==> src/rtl/pipe_op_issuer.sv <==
// Operand issuer for the two-stage AND/XOR pipeline: buffers operand
// pairs, issues them on credit, captures results and returns them in order.
//
// Ports: clk, rst (sync, active-high); s_valid/s_ready/s_a/s_b upstream;
// op_in1/op_in2/op_control/op_out to and from the pipeline;
// m_valid/m_ready/m_data downstream; err sticky mismatch flag.
// Optional: define OPISSUE_CHECK_EN to build the result reference check.
module pipe_op_issuer #(
  parameter int W      = 32,
  parameter int IDEPTH = 4,
  parameter int RDEPTH = 4
) (
  input  logic         clk,
  input  logic         rst,
  input  logic         s_valid,
  output logic         s_ready,
  input  logic [W-1:0] s_a,
  input  logic [W-1:0] s_b,
  output logic [W-1:0] op_in1,
  output logic [W-1:0] op_in2,
  output logic         op_control,
  input  logic [W-1:0] op_out,
  output logic         m_valid,
  input  logic         m_ready,
  output logic [W-1:0] m_data,
  output logic         err
);

  localparam int IAW = $clog2(IDEPTH);
  localparam int RAW = $clog2(RDEPTH);

  localparam logic [IAW:0]   IFULL = (IAW+1)'(IDEPTH);
  localparam logic [IAW:0]   ICNT1 = 1;
  localparam logic [IAW-1:0] IPTR1 = 1;
  localparam logic [RAW:0]   RCNT1 = 1;
  localparam logic [RAW-1:0] RPTR1 = 1;
  localparam logic [RAW+1:0] RLIM  = (RAW+2)'(RDEPTH);

  logic [W-1:0] ia_q [IDEPTH];
  logic [W-1:0] ib_q [IDEPTH];
  logic [W-1:0] rd_q [RDEPTH];

  logic [IAW-1:0] in_wp_q, in_wp_d;
  logic [IAW-1:0] in_rp_q, in_rp_d;
  logic [IAW:0]   in_cnt_q, in_cnt_d;
  logic [RAW-1:0] r_wp_q, r_wp_d;
  logic [RAW-1:0] r_rp_q, r_rp_d;
  logic [RAW:0]   r_cnt_q, r_cnt_d;
  logic           ctl_q, ctl_d;
  logic           cap_q, cap_d;
  logic           rdy_en_q, rdy_en_d;

  logic           in_empty;
  logic           in_full;
  logic           r_empty;
  logic           s_push;
  logic           fire;
  logic           r_push;
  logic           r_pop;
  logic [W-1:0]   head_a;
  logic [W-1:0]   head_b;
  logic [RAW+1:0] credit;

  assign in_empty = (in_cnt_q == '0);
  assign in_full  = (in_cnt_q == IFULL);
  assign r_empty  = (r_cnt_q == '0);

  // rdy_en_q keeps s_ready low through reset and
  // releases it one cycle after rst falls.
  assign s_ready = rdy_en_q & ~in_full;
  assign s_push  = s_valid & s_ready;

  assign head_a = ia_q[in_rp_q];
  assign head_b = ib_q[in_rp_q];
  assign op_in1 = in_empty ? '0 : head_a;
  assign op_in2 = in_empty ? '0 : head_b;

  // Every issued op will land in the result FIFO, so count the
  // ops still in the pipeline against its free space.
  assign credit = {1'b0, r_cnt_q}
                + {{(RAW+1){1'b0}}, ctl_q}
                + {{(RAW+1){1'b0}}, cap_q};
  assign fire   = ~in_empty & (credit < RLIM);

  assign op_control = ctl_q;

  // op_out is only meaningful in the cycle after stage 2 loads.
  assign r_push  = cap_q;
  assign m_valid = ~r_empty;
  assign r_pop   = m_valid & m_ready;
  assign m_data  = r_empty ? '0 : rd_q[r_rp_q];

  always_comb begin
    in_wp_d  = in_wp_q;
    in_rp_d  = in_rp_q;
    in_cnt_d = in_cnt_q;
    r_wp_d   = r_wp_q;
    r_rp_d   = r_rp_q;
    r_cnt_d  = r_cnt_q;
    ctl_d    = fire;
    cap_d    = ctl_q;
    rdy_en_d = 1'b1;
    if (s_push) in_wp_d = in_wp_q + IPTR1;
    if (fire)   in_rp_d = in_rp_q + IPTR1;
    unique case ({s_push, fire})
      2'b10:   in_cnt_d = in_cnt_q + ICNT1;
      2'b01:   in_cnt_d = in_cnt_q - ICNT1;
      default: in_cnt_d = in_cnt_q;
    endcase
    if (r_push) r_wp_d = r_wp_q + RPTR1;
    if (r_pop)  r_rp_d = r_rp_q + RPTR1;
    unique case ({r_push, r_pop})
      2'b10:   r_cnt_d = r_cnt_q + RCNT1;
      2'b01:   r_cnt_d = r_cnt_q - RCNT1;
      default: r_cnt_d = r_cnt_q;
    endcase
  end

  always_ff @(posedge clk) begin
    if (rst) begin
      in_wp_q  <= '0;
      in_rp_q  <= '0;
      in_cnt_q <= '0;
      r_wp_q   <= '0;
      r_rp_q   <= '0;
      r_cnt_q  <= '0;
      ctl_q    <= 1'b0;
      cap_q    <= 1'b0;
      rdy_en_q <= 1'b0;
    end else begin
      in_wp_q  <= in_wp_d;
      in_rp_q  <= in_rp_d;
      in_cnt_q <= in_cnt_d;
      r_wp_q   <= r_wp_d;
      r_rp_q   <= r_rp_d;
      r_cnt_q  <= r_cnt_d;
      ctl_q    <= ctl_d;
      cap_q    <= cap_d;
      rdy_en_q <= rdy_en_d;
    end
  end

  // Storage arrays need no reset; the counts gate every read.
  always_ff @(posedge clk) begin
    if (s_push) begin
      ia_q[in_wp_q] <= s_a;
      ib_q[in_wp_q] <= s_b;
    end
    if (r_push) rd_q[r_wp_q] <= op_out;
  end

`ifdef OPISSUE_CHECK_EN
  localparam logic [W-1:0] ONE_W = 1;

  logic [W-1:0] chk1_q, chk1_d;
  logic [W-1:0] chk2_q, chk2_d;
  logic         err_q, err_d;

  // Two-entry reference queue shadowing ctl_q/cap_q.
  always_comb begin
    chk1_d = chk1_q;
    chk2_d = chk2_q;
    if (fire)  chk1_d = (head_a & head_b) ^ ONE_W;
    if (ctl_q) chk2_d = chk1_q;
    err_d = err_q | (cap_q & (op_out != chk2_q));
  end

  always_ff @(posedge clk) begin
    if (rst) begin
      chk1_q <= '0;
      chk2_q <= '0;
      err_q  <= 1'b0;
    end else begin
      chk1_q <= chk1_d;
      chk2_q <= chk2_d;
      err_q  <= err_d;
    end
  end

  assign err = err_q;
`else
  assign err = 1'b0;
`endif

endmodule

==> config.mk <==
export PLATFORM = sky130hd
export DESIGN_NAME = pipe_op_issuer
export DESIGN_NICKNAME = d
export VERILOG_FILES = /design/src/rtl/pipe_op_issuer.sv
export SDC_FILE = /design/constraint.sdc
export NUM_CORES = 1
export LEC_CHECK = 0
export ABC_AREA = 1
export CORE_ASPECT_RATIO = 1.75
export CORE_MARGIN = 8
export CORE_UTILIZATION = 50
export DETAILED_ROUTE_END_ITERATION = 7
export PLACE_DENSITY_LB_ADDON = 0.08
export SYNTH_ARGS = -nofsm -noshare
export SYNTH_HDL_FRONTEND = slang
export SYNTH_SLANG_ARGS = --single-unit
==> constraint.sdc <==
create_clock -name clk -period 4.71 [get_ports clk]
set_input_delay 0.7065 -clock clk [delete_from_list [all_inputs] [get_ports clk]]
set_output_delay 0.7065 -clock clk [all_outputs]
set_load 0.03 [all_outputs]
==> results.rst, run 1 <==
.. list-table::
   :header-rows: 1

   * - Metric
     - Value
   * - TritonCTS clock tree
     - done
   * - I/O Buffers
     - 198
   * - Number of nets in the final layout
     - 1,569
   * - Core Rows
     - 86
   * - Synthesis-to-finish area growth
     - 21.81%
   * - Tcrit/Tclk final
     - 0.8193
   * - Ranking of synthesized cells by area
     - edfxtp_1 73%, nor2_1 9.3%, o21ai_0 6.0%, a21oi_1 3.5%, dfxtp_1 2.6%
   * - Final hold slack
     - approximately 450 ps
   * - Wirelength per Cell
     - 18.79 µm
   * - Resize count post-CTS
     - 0
   * - Total vias in the final route
     - ~10,000
   * - Die footprint
     - 37,980 µm²
   * - Sequential group share of total power
     - 0.348
   * - Die height
     - 251.9 µm
   * - Hpwl dp
     - 21,250 µm
   * - Number of antenna violations at the first check in global routing
     - 1
   * - Number of nets with antenna violations after routing
     - 0
   * - Launch instance of the worst register-to-register path
     - cap_q
   * - Relative contribution of combinational cells to total power
     - 0.413
   * - Clock Tree Root
     - clkbuf_16
   * - Worst hold path cell count
     - 2
   * - Detail-routed via count per cell
     - between 5 and 6
   * - Post-Syn Instances
     - 1,268
   * - CTS Hold Buffers Added
     - 0
   * - Post-CTS Setup Repair Bufs
     - 0
   * - Drt drc
     - 0
   * - Static leakage power
     - between 0.006 and 0.007 µW
   * - Maximum number of pins on one net before global-route repair
     - 65
   * - Highest-count cells in the layout ignoring fill and taps
     - 391 x nor2_1, 384 x edfxtp_1, 198 x clkdlybuf4s50_1, 191 x o21ai_0, 111 x a21oi_1
   * - Wire length of the first global-routing pass
     - 54,730 µm
   * - Worst-path fanout max
     - 48
   * - Number of cells on the worst reg-to-reg path
     - 13
   * - WS Path Type
     - flip-flop to output pin
   * - TritonCTS Sinks
     - between 400 and 500
   * - Worst hold path endpoint
     - cap_q
   * - Final cell count without fillers
     - 1,880
   * - Worst-case setup slack after placement
     - 1327 ps
   * - Library cell occupying the most area in the post-synthesis netlist
     - edfxtp_1
   * - Worst-case vdd ir drop
     - about 0.43 mV
   * - Setup Skew
     - 21.46 ps
   * - Nature of the critical path startpoint
     - flip-flop
   * - Post-route setup TNS
     - 0 ps
   * - Mapped Avg Cell Area
     - 12.54 µm²
   * - Die W
     - 150.8 µm
   * - Total CTS buffers
     - 36
   * - Kind of end point of the critical path
     - output pin
   * - Starting DRT DRC Count
     - between 500 and 600
   * - Total routing usage reported by global routing
     - 0.1854
   * - Initial Util
     - 0.5060
   * - Final slew viol count
     - 0
   * - Proportion of layout cells with a drive suffix above 1
     - 0.05870
   * - Worst path arrival time
     - 3150 ps
   * - Max Buffers Root-to-Sink
     - 3
   * - Post-synthesis sequential area ratio
     - 0.7517
   * - Setup violations, final
     - 0
   * - Detailed-routing iteration count for the pre-antenna-repair pass
     - 5
   * - WL final
     - 35,320 µm
   * - Level count of the clock H-tree
     - 2
   * - Status
     - finished, final reports clean
   * - Post-Syn Nets
     - 1,381
   * - Clock insertion delay at the later pin of the skew report
     - 530 ps
   * - Relative contribution of the clock network to total power
     - 0.238
   * - Switching part of the total
     - 0.3791
   * - I/O pins
     - 200
   * - Synth Register Bits
     - roughly 410
   * - Internal portion of total power
     - about 7600 µW
   * - Register-to-register setup slack
     - roughly 2400 ps
   * - Post-synth top area share
     - 0.7253
   * - Top achievable clock speed
     - 259.1 MHz
   * - Worst reg2reg path endpoint
     - in_cnt_q[2]
   * - PD cells
     - 633.3 nW/µm²
   * - GP Congestion
     - 0.7430
   * - Yosys warns
     - 0
   * - Count of max-cap constraint violations
     - 0
   * - Mapped Area
     - approximately 16,000 µm²
   * - Critical path required time
     - 4000 ps
   * - Worst-case setup margin in the final layout
     - 851.0 ps
   * - Clock input transition at the sequential cells of the worst setup and hold paths
     - 60 ps
   * - Number of distinct standard cells referenced by the synthesized netlist
     - 20
   * - Number of global-route vias before repair
     - 10,058
   * - Placed cell count
     - 1,814
   * - Core region area
     - approximately 31,000 µm²
   * - Switching component of the power
     - 4650 µW
   * - Final hold violations
     - 0
   * - Most common cell after layout, fill and taps aside
     - nor2_1
   * - Unrepaired setup endpoints after global routing
     - false
   * - Tmin final
     - 3859 ps
   * - Start point of the worst hold path
     - op_control
   * - Relative max-transition margin
     - 0.4263
   * - Total congestion overflow
     - 0
   * - Hold/Removal Path Class
     - flip-flop to flip-flop
   * - Slew at the pin closest to its max-slew limit
     - 860.6 ps
synthesized netlist by cell type:
cell / number
nand3_1: 8
dfxtp_1: 21
clkbuf_1: 21
inv_1: 33
o21ai_1: 10
nor2_1: 395
ha_1: 11
buf_6: 13
buf_4: 11
nand2_1: 22
edfxtp_1: 384
conb_1: 1
buf_1: 6
o21ai_0: 191
a21oi_1: 111
xor2_1: 2
a21boi_0: 1
inv_2: 4
buf_2: 21
fa_1: 2
worst max path at each step:
stage / startpoint / end / slack (ps)
detailed placement: flip-flop / op_in1[20] / 1330
floorplan: s_valid / ia_q[0][0] / 620
finish: flip-flop / op_in1[20] / 850
CTS: flip-flop / op_in1[20] / 750
global route: flip-flop / op_in1[20] / 590
global placement: flip-flop / op_in1[19] / 1330
metrics by stage:
stage | power, µW | utilization | area [µm²]
2_1_floorplan | 7558 | - | 15900
3_3_place_gp | 9450 | 0.5784 | 18170
3_5_place_dp | 9497 | 0.5784 | 18170
4_1_cts | 12440 | 0.6162 | 19360
5_1_grt | 12900 | 0.6163 | 19360
6_report | 12270 | 0.6164 | 19370
power by group through the flow:
stage	Sequential [µW]	Combinational, µW	Clock, µW
6_report	4270	5070	2920
5_1_grt	4300	5480	3120
4_1_cts	4280	5170	3000
3_5_place_dp	4350	5140	0
3_3_place_gp	4350	5100	0
2_1_floorplan	4300	3260	0
logic make-up after synthesis:
family,share of synthesized area
buf+inv,0.03612
flops,0.7517
simple gates,0.1010
fa+ha+maj,0.01117
xor+xnor,0.001102
other cells,0.0002359
compound gates,0.09869
worst max-delay path: stages, from the launching register on:
cell             delay (ps)
dfxtp_4                 640
clkinv_2                520
buf_4                   450
o21ai_0                 250
a21oi_1                 120
clkdlybuf4s50_1         630
flip-flops by register name (all words and copies together), names as in the netlist, named ones only:
name,count
r_wp_q,2
cap_q,1
r_rp_q,2
op_control,1
in_rp_q,2
ib_q,128
rdy_en_q,1
rd_q,128
ia_q,128
r_cnt_q,3
in_wp_q,2
in_cnt_q,3
final cells by class:
class | instances | area [µm²]
fill | 2441 | 12050
sequential | 405 | 11960
multi-input combinational | 754 | 3403
timing repair buffer | 222 | 2175
clock buffer | 47 | 984.7
tap | 396 | 495.5
clock inverter | 17 | 205.2
inverter | 37 | 141.4
antenna | 2 | 5.005
layer usage:
| metal | global-route usage | vias to the layer above | wire length, µm |
|---|---|---|---|
| li1 | - | 4833 | - |
| met1 | 0.2154 | 4843 | 13630 |
| met2 | 0.3312 | 268 | 18610 |
| met3 | 0.03552 | 58 | 2196 |
| met4 | 0.06703 | 0 | 873 |
| met5 | 0 | - | 0 |
(Power assumes the default switching activity.)
==> run 2, diff against run 1 <==
==> constraint.sdc (replaced) <==
create_clock -name clk -period 3.9 [get_ports clk]
set_input_delay 0.585 -clock clk [delete_from_list [all_inputs] [get_ports clk]]
set_output_delay 0.585 -clock clk [all_outputs]
set_load 0.03 [all_outputs]
==> results.rst, run 2 (synthesis results as in run 1) <==
.. list-table::
   :header-rows: 1

   * - Metric
     - Value
   * - Total congestion overflow
     - 0 (unchanged)
   * - Proportion of layout cells with a drive suffix above 1
     - 0.05668 (was 0.05870)
   * - Regs by FF count
     - ia_q (128), ib_q (128), rd_q (128) (unchanged)
   * - Total routing usage reported by global routing
     - 0.1874 (was 0.1854)
   * - Relative contribution of combinational cells to total power
     - 0.423 (was 0.413)
   * - Setup Skew
     - 16.68 ps (was 21.46 ps)
   * - Launch instance of the worst register-to-register path
     - cap_q (unchanged)
   * - Clock insertion delay at the later pin of the skew report
     - 520 ps (was 530 ps)
   * - Total vias in the final route
     - 9,968 (was 10,002)
   * - Critical path required time
     - 3310 ps (was 4000 ps)
   * - GP Congestion
     - 0.7366 (was 0.7430)
   * - Clock input transition at the sequential cells of the worst setup and hold paths
     - 70 ps (was 60 ps)
   * - Level count of the clock H-tree
     - 2 (unchanged)
   * - Max Buffers Root-to-Sink
     - 3 (unchanged)
   * - Top achievable clock speed
     - 296.3 MHz
   * - Die height
     - 251.9 µm (unchanged)
   * - Worst-case setup margin in the final layout
     - 525.1 ps (was 851.0 ps)
   * - Wire length of the first global-routing pass
     - 55,180 µm (was 54,730 µm)
   * - Internal portion of total power
     - 9131 µW (was 7615 µW)
   * - Core Rows
     - 86 (unchanged)
   * - Switching part of the total
     - 0.3808 (was 0.3791)
   * - Detailed-routing iteration count for the pre-antenna-repair pass
     - 4 (was 5)
   * - Start point of the worst hold path
     - op_control (unchanged)
   * - Start point of the critical path
     - in_cnt_q[0]
   * - Nature of the critical path startpoint
     - flip-flop (unchanged)
   * - Die footprint
     - 37,980 µm² (unchanged)
   * - Filler cell count
     - 2,470 (was 2,441)
   * - Most common cell after layout, fill and taps aside
     - nor2_1 (unchanged)
   * - I/O Buffers
     - 198 (unchanged)
   * - Wirelength per Cell
     - 18.91 µm (was 18.79 µm)
   * - Register-to-register setup slack
     - 1540 ps (was 2370 ps)
   * - Placed cell count
     - 1,814 (unchanged)
   * - Sequential group share of total power
     - 0.347 (was 0.348)
   * - Worst-case setup slack after placement
     - 986.1 ps (was 1327 ps)
   * - Number of antenna violations at the first check in global routing
     - 2 (was 1)
   * - Number of nets in the final layout
     - 1,569 (unchanged)
   * - Status
     - finished, final reports clean (unchanged)
   * - Number of nets with antenna violations after routing
     - 0 (unchanged)
   * - Starting DRT DRC Count
     - 584 (was 563)
   * - Worst-path fanout max
     - 26 (was 48)
   * - Clock Tree Root
     - clkbuf_16 (unchanged)
   * - Total CTS buffers
     - 36 (unchanged)
   * - WS Path Type
     - flip-flop to output pin (unchanged)
   * - Unrepaired setup endpoints after global routing
     - false (unchanged)
   * - Drt drc
     - 0 (unchanged)
   * - Core region area
     - 31,420 µm² (unchanged)
   * - Relative contribution of the clock network to total power
     - 0.231 (was 0.238)
   * - Count of max-cap constraint violations
     - 0 (unchanged)
   * - Hpwl dp
     - 21,470 µm (was 21,250 µm)
   * - Hold/Removal Path Class
     - flip-flop to flip-flop (unchanged)
   * - I/O pins
     - 200 (unchanged)
   * - Number of global-route vias before repair
     - 10,001 (was 10,058)
   * - PD cells
     - 762.0 nW/µm² (was 633.3 nW/µm²)
   * - Final hold slack
     - 440.3 ps (was 448.1 ps)
   * - Setup violations, final
     - 0 (unchanged)
   * - Kind of end point of the critical path
     - output pin (unchanged)
   * - Final cell count without fillers
     - 1,880 (unchanged)
   * - Tcrit/Tclk final
     - 0.8654
   * - Cell area after placement
     - 18,220 µm² (was 18,170 µm²)
   * - Static leakage power
     - 0.006564 µW (was 0.006581 µW)
   * - Initial Util
     - 0.5060 (unchanged)
   * - Final hold violations
     - 0 (unchanged)
   * - Tmin final
     - 3375 ps
   * - Switching component of the power
     - 5615 µW (was 4650 µW)
   * - TritonCTS clock tree
     - done (unchanged)
   * - TritonCTS Sinks
     - 405 (unchanged)
   * - Relative max-transition margin
     - 0.4265 (was 0.4263)
   * - Post-CTS Setup Repair Bufs
     - 0 (unchanged)
   * - Finished Cell Area
     - 19,350 µm² (was 19,370 µm²)
   * - Synthesis-to-finish area growth
     - 21.71% (was 21.81%)
   * - CTS Hold Buffers Added
     - 0 (unchanged)
   * - Highest-count cells in the layout ignoring fill and taps
     - 391 x nor2_1, 384 x edfxtp_1, 198 x clkdlybuf4s50_1, 191 x o21ai_0, 111 x a21oi_1 (unchanged)
   * - Detail-routed via count per cell
     - 5.302 (was 5.320)
   * - Post-route setup TNS
     - 0 ps (unchanged)
   * - Final slew viol count
     - 0 (unchanged)
   * - Die W
     - 150.8 µm (unchanged)
   * - Worst path arrival time
     - 2790 ps (was 3150 ps)
   * - WL final
     - 35,550 µm (was 35,320 µm)
   * - Maximum number of pins on one net before global-route repair
     - 129 (was 65)
   * - Resize count post-CTS
     - 0 (unchanged)
   * - Worst-case vdd ir drop
     - 0.6732 mV (was 0.4327 mV)
   * - Slew at the pin closest to its max-slew limit
     - 860.2 ps (was 860.6 ps)
-- run 2: path summary, 6_finish.rpt --
path | to | cells past startpoint
worst max-delay path | op_in2[5] | 6
worst min-delay path | cap_q | 2
worst max register to register | in_cnt_q[2] | 13
worst min register to register | cap_q | 2
-- run 2: stage by stage --
| stage | power, µW | utilization |
|---|---|---|
| after global routing | 15520 | 0.6158 |
| after floorplan | 9127 | - |
| final | 14750 | 0.6159 |
| after detailed placement | 11530 | 0.5799 |
| after global placement | 11480 | 0.5799 |
| after CTS | 14950 | 0.6157 |
-- run 2: per-layer routing --
metal	GRT usage	vias up	wire length, µm
li1	-	4831	-
met1	0.2086	4804	13270
met2	0.3431	276	19240
met3	0.03803	57	2144
met4	0.06759	0	884
met5	0	-	0
-- run 2: power by group through the flow --
stage | Sequential (µW) | Clock [µW] | Combinational, µW
floorplan | 5190 | 0 | 3940
global placement | 5200 | 0 | 6280
detailed placement | 5210 | 0 | 6320
CTS | 5110 | 3490 | 6350
global route | 5130 | 3650 | 6740
finish | 5110 | 3400 | 6230
-- run 2: critical path, stage by stage, from the launching register on --
cell and delay (ps):
dfxtp_1 310, nor2_1 230, nand2_1 160, inv_2 510, buf_4 340, a21oi_1 110
clkdlybuf4s50_1 620
-- run 2: final cells by class --
class | count | area [µm²] | share of cell area
sequential | 405 | 11960 | 0.6179
clock buffer | 47 | 963.4 | 0.04979
multi-input combinational | 754 | 3403 | 0.1759
tap | 396 | 495.5 | 0.02560
antenna | 2 | 5.005 | 0.0002586
clock inverter | 17 | 161.4 | 0.008341
inverter | 37 | 140.1 | 0.007242
timing repair buffer | 222 | 2225 | 0.1150
==> run 3, diff against run 2 <==
--- a/config.mk
+++ b/config.mk
@@ -10,7 +10,9 @@
 export CORE_MARGIN = 8
 export CORE_UTILIZATION = 50
 export DETAILED_ROUTE_END_ITERATION = 7
+export GPL_ROUTABILITY_DRIVEN = 1
 export PLACE_DENSITY_LB_ADDON = 0.08
 export SYNTH_ARGS = -nofsm -noshare
 export SYNTH_HDL_FRONTEND = slang
 export SYNTH_SLANG_ARGS = --single-unit
+export TNS_END_PERCENT = 50
==> results of run 3 <==
The final DEF is identical to that of run 2; final timing and power are the same.
==> edit: new RTL, settings of run 2 <==
`RDEPTH`: 4 -> 2.
--- a/src/rtl/pipe_op_issuer.sv
+++ b/src/rtl/pipe_op_issuer.sv
@@ -9,5 +9,5 @@
   parameter int W      = 32,
   parameter int IDEPTH = 4,
-  parameter int RDEPTH = 4
+  parameter int RDEPTH = 2
 ) (
   input  logic         clk,
Check against the original RTL: not equivalent (a bounded check fails within 10 cycles, from zero or initial values and one cycle with rst high).
==> edit against run 2 <==
  * Cell count decreased by 17%
  * Clock skew shrank 9.9 ps
  * Via count decreased by 18%
  * Power fell by 19%
  * Synthesized area is 18% lower
  * Cell area decreased by 16%
  * Worst setup slack improved by 5.1 ps
  * Wire length is 19% lower
  * Global-route usage decreased by 1.0 points
  * Sequential cell count down 68
  * Critical endpoint is now op_in2[27]
==> edit: results (changes against run 2) <==
----------------------------------------------------
[Drt]
  WL met1 ... 10.53 mm (-21%)
  Routed vias ... 8196 (-18%)
  Mean routed wirelength per cell ... 18.25 um (-3.5%)
  Iteration-0 DRC count of the detailed router ... 339 (-42%)
  Met3 wirelength from detailed routing ... 2.123 mm (-0.98%)

[Setup path]
  Register-to-Register Path Depth ... 12 (-1)
  Endpoint arrival time on the critical path ... 2780 ps (about the same)
  Start of the worst register-to-register path ... in_cnt_q[0]$_SDFFE_PP0P_
  Top fanout value on the critical path ... 45 (+73%)
  Reg2reg setup slack ... 1710 ps (+170 ps)

[Cells and area]
  Total inserted antenna cells ... 0 (-2)
  Layout Nets ... 1337 (-15%)
  Post-Layout Cell Count ... 1569 (-17%)

[Synthesis]
  Net Count, Synth ... 1144 (-17%)
  Number of distinct standard cells referenced by the synthesized netlist ... 25 (+25%)
  Share of synthesized area occupied by flip-flops and latches ... 0.7595 (+0.007792)
  Top cells by area, synth ... sky130_fd_sc_hd__edfxtp_1 73%, sky130_fd_sc_hd__nor2_1 7.9%, sky130_fd_sc_hd__o21ai_0 4.6%
  Leading cell types by count after synthesis ... 320 x sky130_fd_sc_hd__edfxtp_1, 276 x sky130_fd_sc_hd__nor2_1, 121 x sky130_fd_sc_hd__o21ai_0
  Average instance area after synthesis ... 12.64 um2 (+0.85%)

[Clocking]
  Clock buffers created by TritonCTS ... 29 (-19%)
  H-tree depth ... 1 (-1)
  Clk_lat worst skew ... 550 ps (+30 ps)
  Clock-pin slew on the worst setup and hold paths ... 70 ps (about the same)

[Global route]
  Met3 Resource Use GR ... 0.04705 (+0.009015)
  Met2 usage ... 0.3236 (-0.01957)
  Wire length of the first global-routing pass ... 45.20 mm (-18%)
  Total global-route track usage ... 0.1770 (-0.01045)

[Power and ir drop]
  Leakage power of the design ... 5.564 nW (-15%)
  Largest vdd supply drop ... 497.7 uV (-26%)

[Place]
  RD Place Congestion ... 0.7776 (+5.6%)
  Count of placed standard cells including taps ... 1518 (-16%)
  Placed instance area ... 0.01539 mm2 (-16%)
  Post-detailed-placement half-perimeter wirelength ... 17.26 mm (-20%)

[Hold path]
  Instance count along the most critical hold path ... 1 (-1)
  Startpoint of the lowest-slack hold path ... r_rp_q$_SDFFE_PP0P_
  Hold endpoint ... r_rp_q$_SDFFE_PP0P_

[STA]
  Worst clock skew ... 6.743 ps (-9.939 ps)
  Worst relative slew slack ... 0.5408 (+0.1143)

[Run status]
  Status ... completed

----------------------------------------------------
## edit: changes by cell type in the layout (fill, tap and decap cells not counted), moves of 4 or more
cell                        before  now
sky130_fd_sc_hd__edfxtp_1      384  320
sky130_fd_sc_hd__clkbuf_1       10    4
sky130_fd_sc_hd__a21oi_1       111  101
sky130_fd_sc_hd__ha_1           11    7
sky130_fd_sc_hd__clkbuf_16      37   29
sky130_fd_sc_hd__o21ai_0       191  121
sky130_fd_sc_hd__nor2_1        391  271
sky130_fd_sc_hd__inv_1          32   24
sky130_fd_sc_hd__nand2_1        22   83
## edit: cell type report
class	instances	area, um2
flip-flops and latches	337	9955
fillers	1945	9562
multi-input cells	614	2734
repair buffers	220	2197
clock buffers	33	740.7
well taps	320	400.4
clock inverters	18	171.4
inverters	27	102.6
## edit: cell families (layout without fill, tap and decap cells)
family,after synthesis,in the layout,share of synthesized area
compound gates,233,233,0.08911
xor+xnor,1,1,0.0006687
fa+ha+maj,8,8,0.008214
buf+inv,85,298,0.03429
flops,337,337,0.7595
other cells,1,1,0.0002863
simple gates,371,371,0.1079
## edit: worst reg2reg max path, stage by stage, from the launching register on
cell,delay (ps)
sky130_fd_sc_hd__dfxtp_1,290
sky130_fd_sc_hd__inv_1,130
sky130_fd_sc_hd__nand3_1,140
sky130_fd_sc_hd__nand3_1,450
sky130_fd_sc_hd__ha_1,290
sky130_fd_sc_hd__inv_1,70
sky130_fd_sc_hd__fa_1,380
sky130_fd_sc_hd__inv_1,60
sky130_fd_sc_hd__nand2_1,50
sky130_fd_sc_hd__nand3_1,80
sky130_fd_sc_hd__nand2_1,60
sky130_fd_sc_hd__nand2_1,50
sky130_fd_sc_hd__nor2_1,40
## edit: worst max-delay path by stage
stage / end / slack [ps] / cells after the start
floorplan: ia_q[0][0]$_DFFE_PP_ / -90 / 2
global placement: op_in2[30] / 1100 / 5
detailed placement: op_in2[20] / 1060 / 5
CTS: op_in2[27] / 450 / 5
global route: op_in2[23] / 360 / 5
finish: op_in2[27] / 530 / 5
## edit: metrics by stage
| step | utilization | worst slack, ps |
|---|---|---|
| after CTS | 0.6303 | 450.6 |
| after floorplan | - | -92.57 |
| final | 0.6303 | 530.2 |
| after global placement | 0.5950 | 1102 |
| after detailed placement | 0.5950 | 1061 |
| after global routing | 0.6303 | 359.7 |
## edit: report_power, final
| part | internal, mW | switching, mW | total [mW] | leakage [nW] |
|---|---|---|---|---|
| Combinational | 1.76 | 3.21 | 4.97 | 2.08 |
| Sequential | 4.21 | 0.0784 | 4.28 | 3.05 |
| Clock | 1.56 | 1.20 | 2.76 | 0.434 |
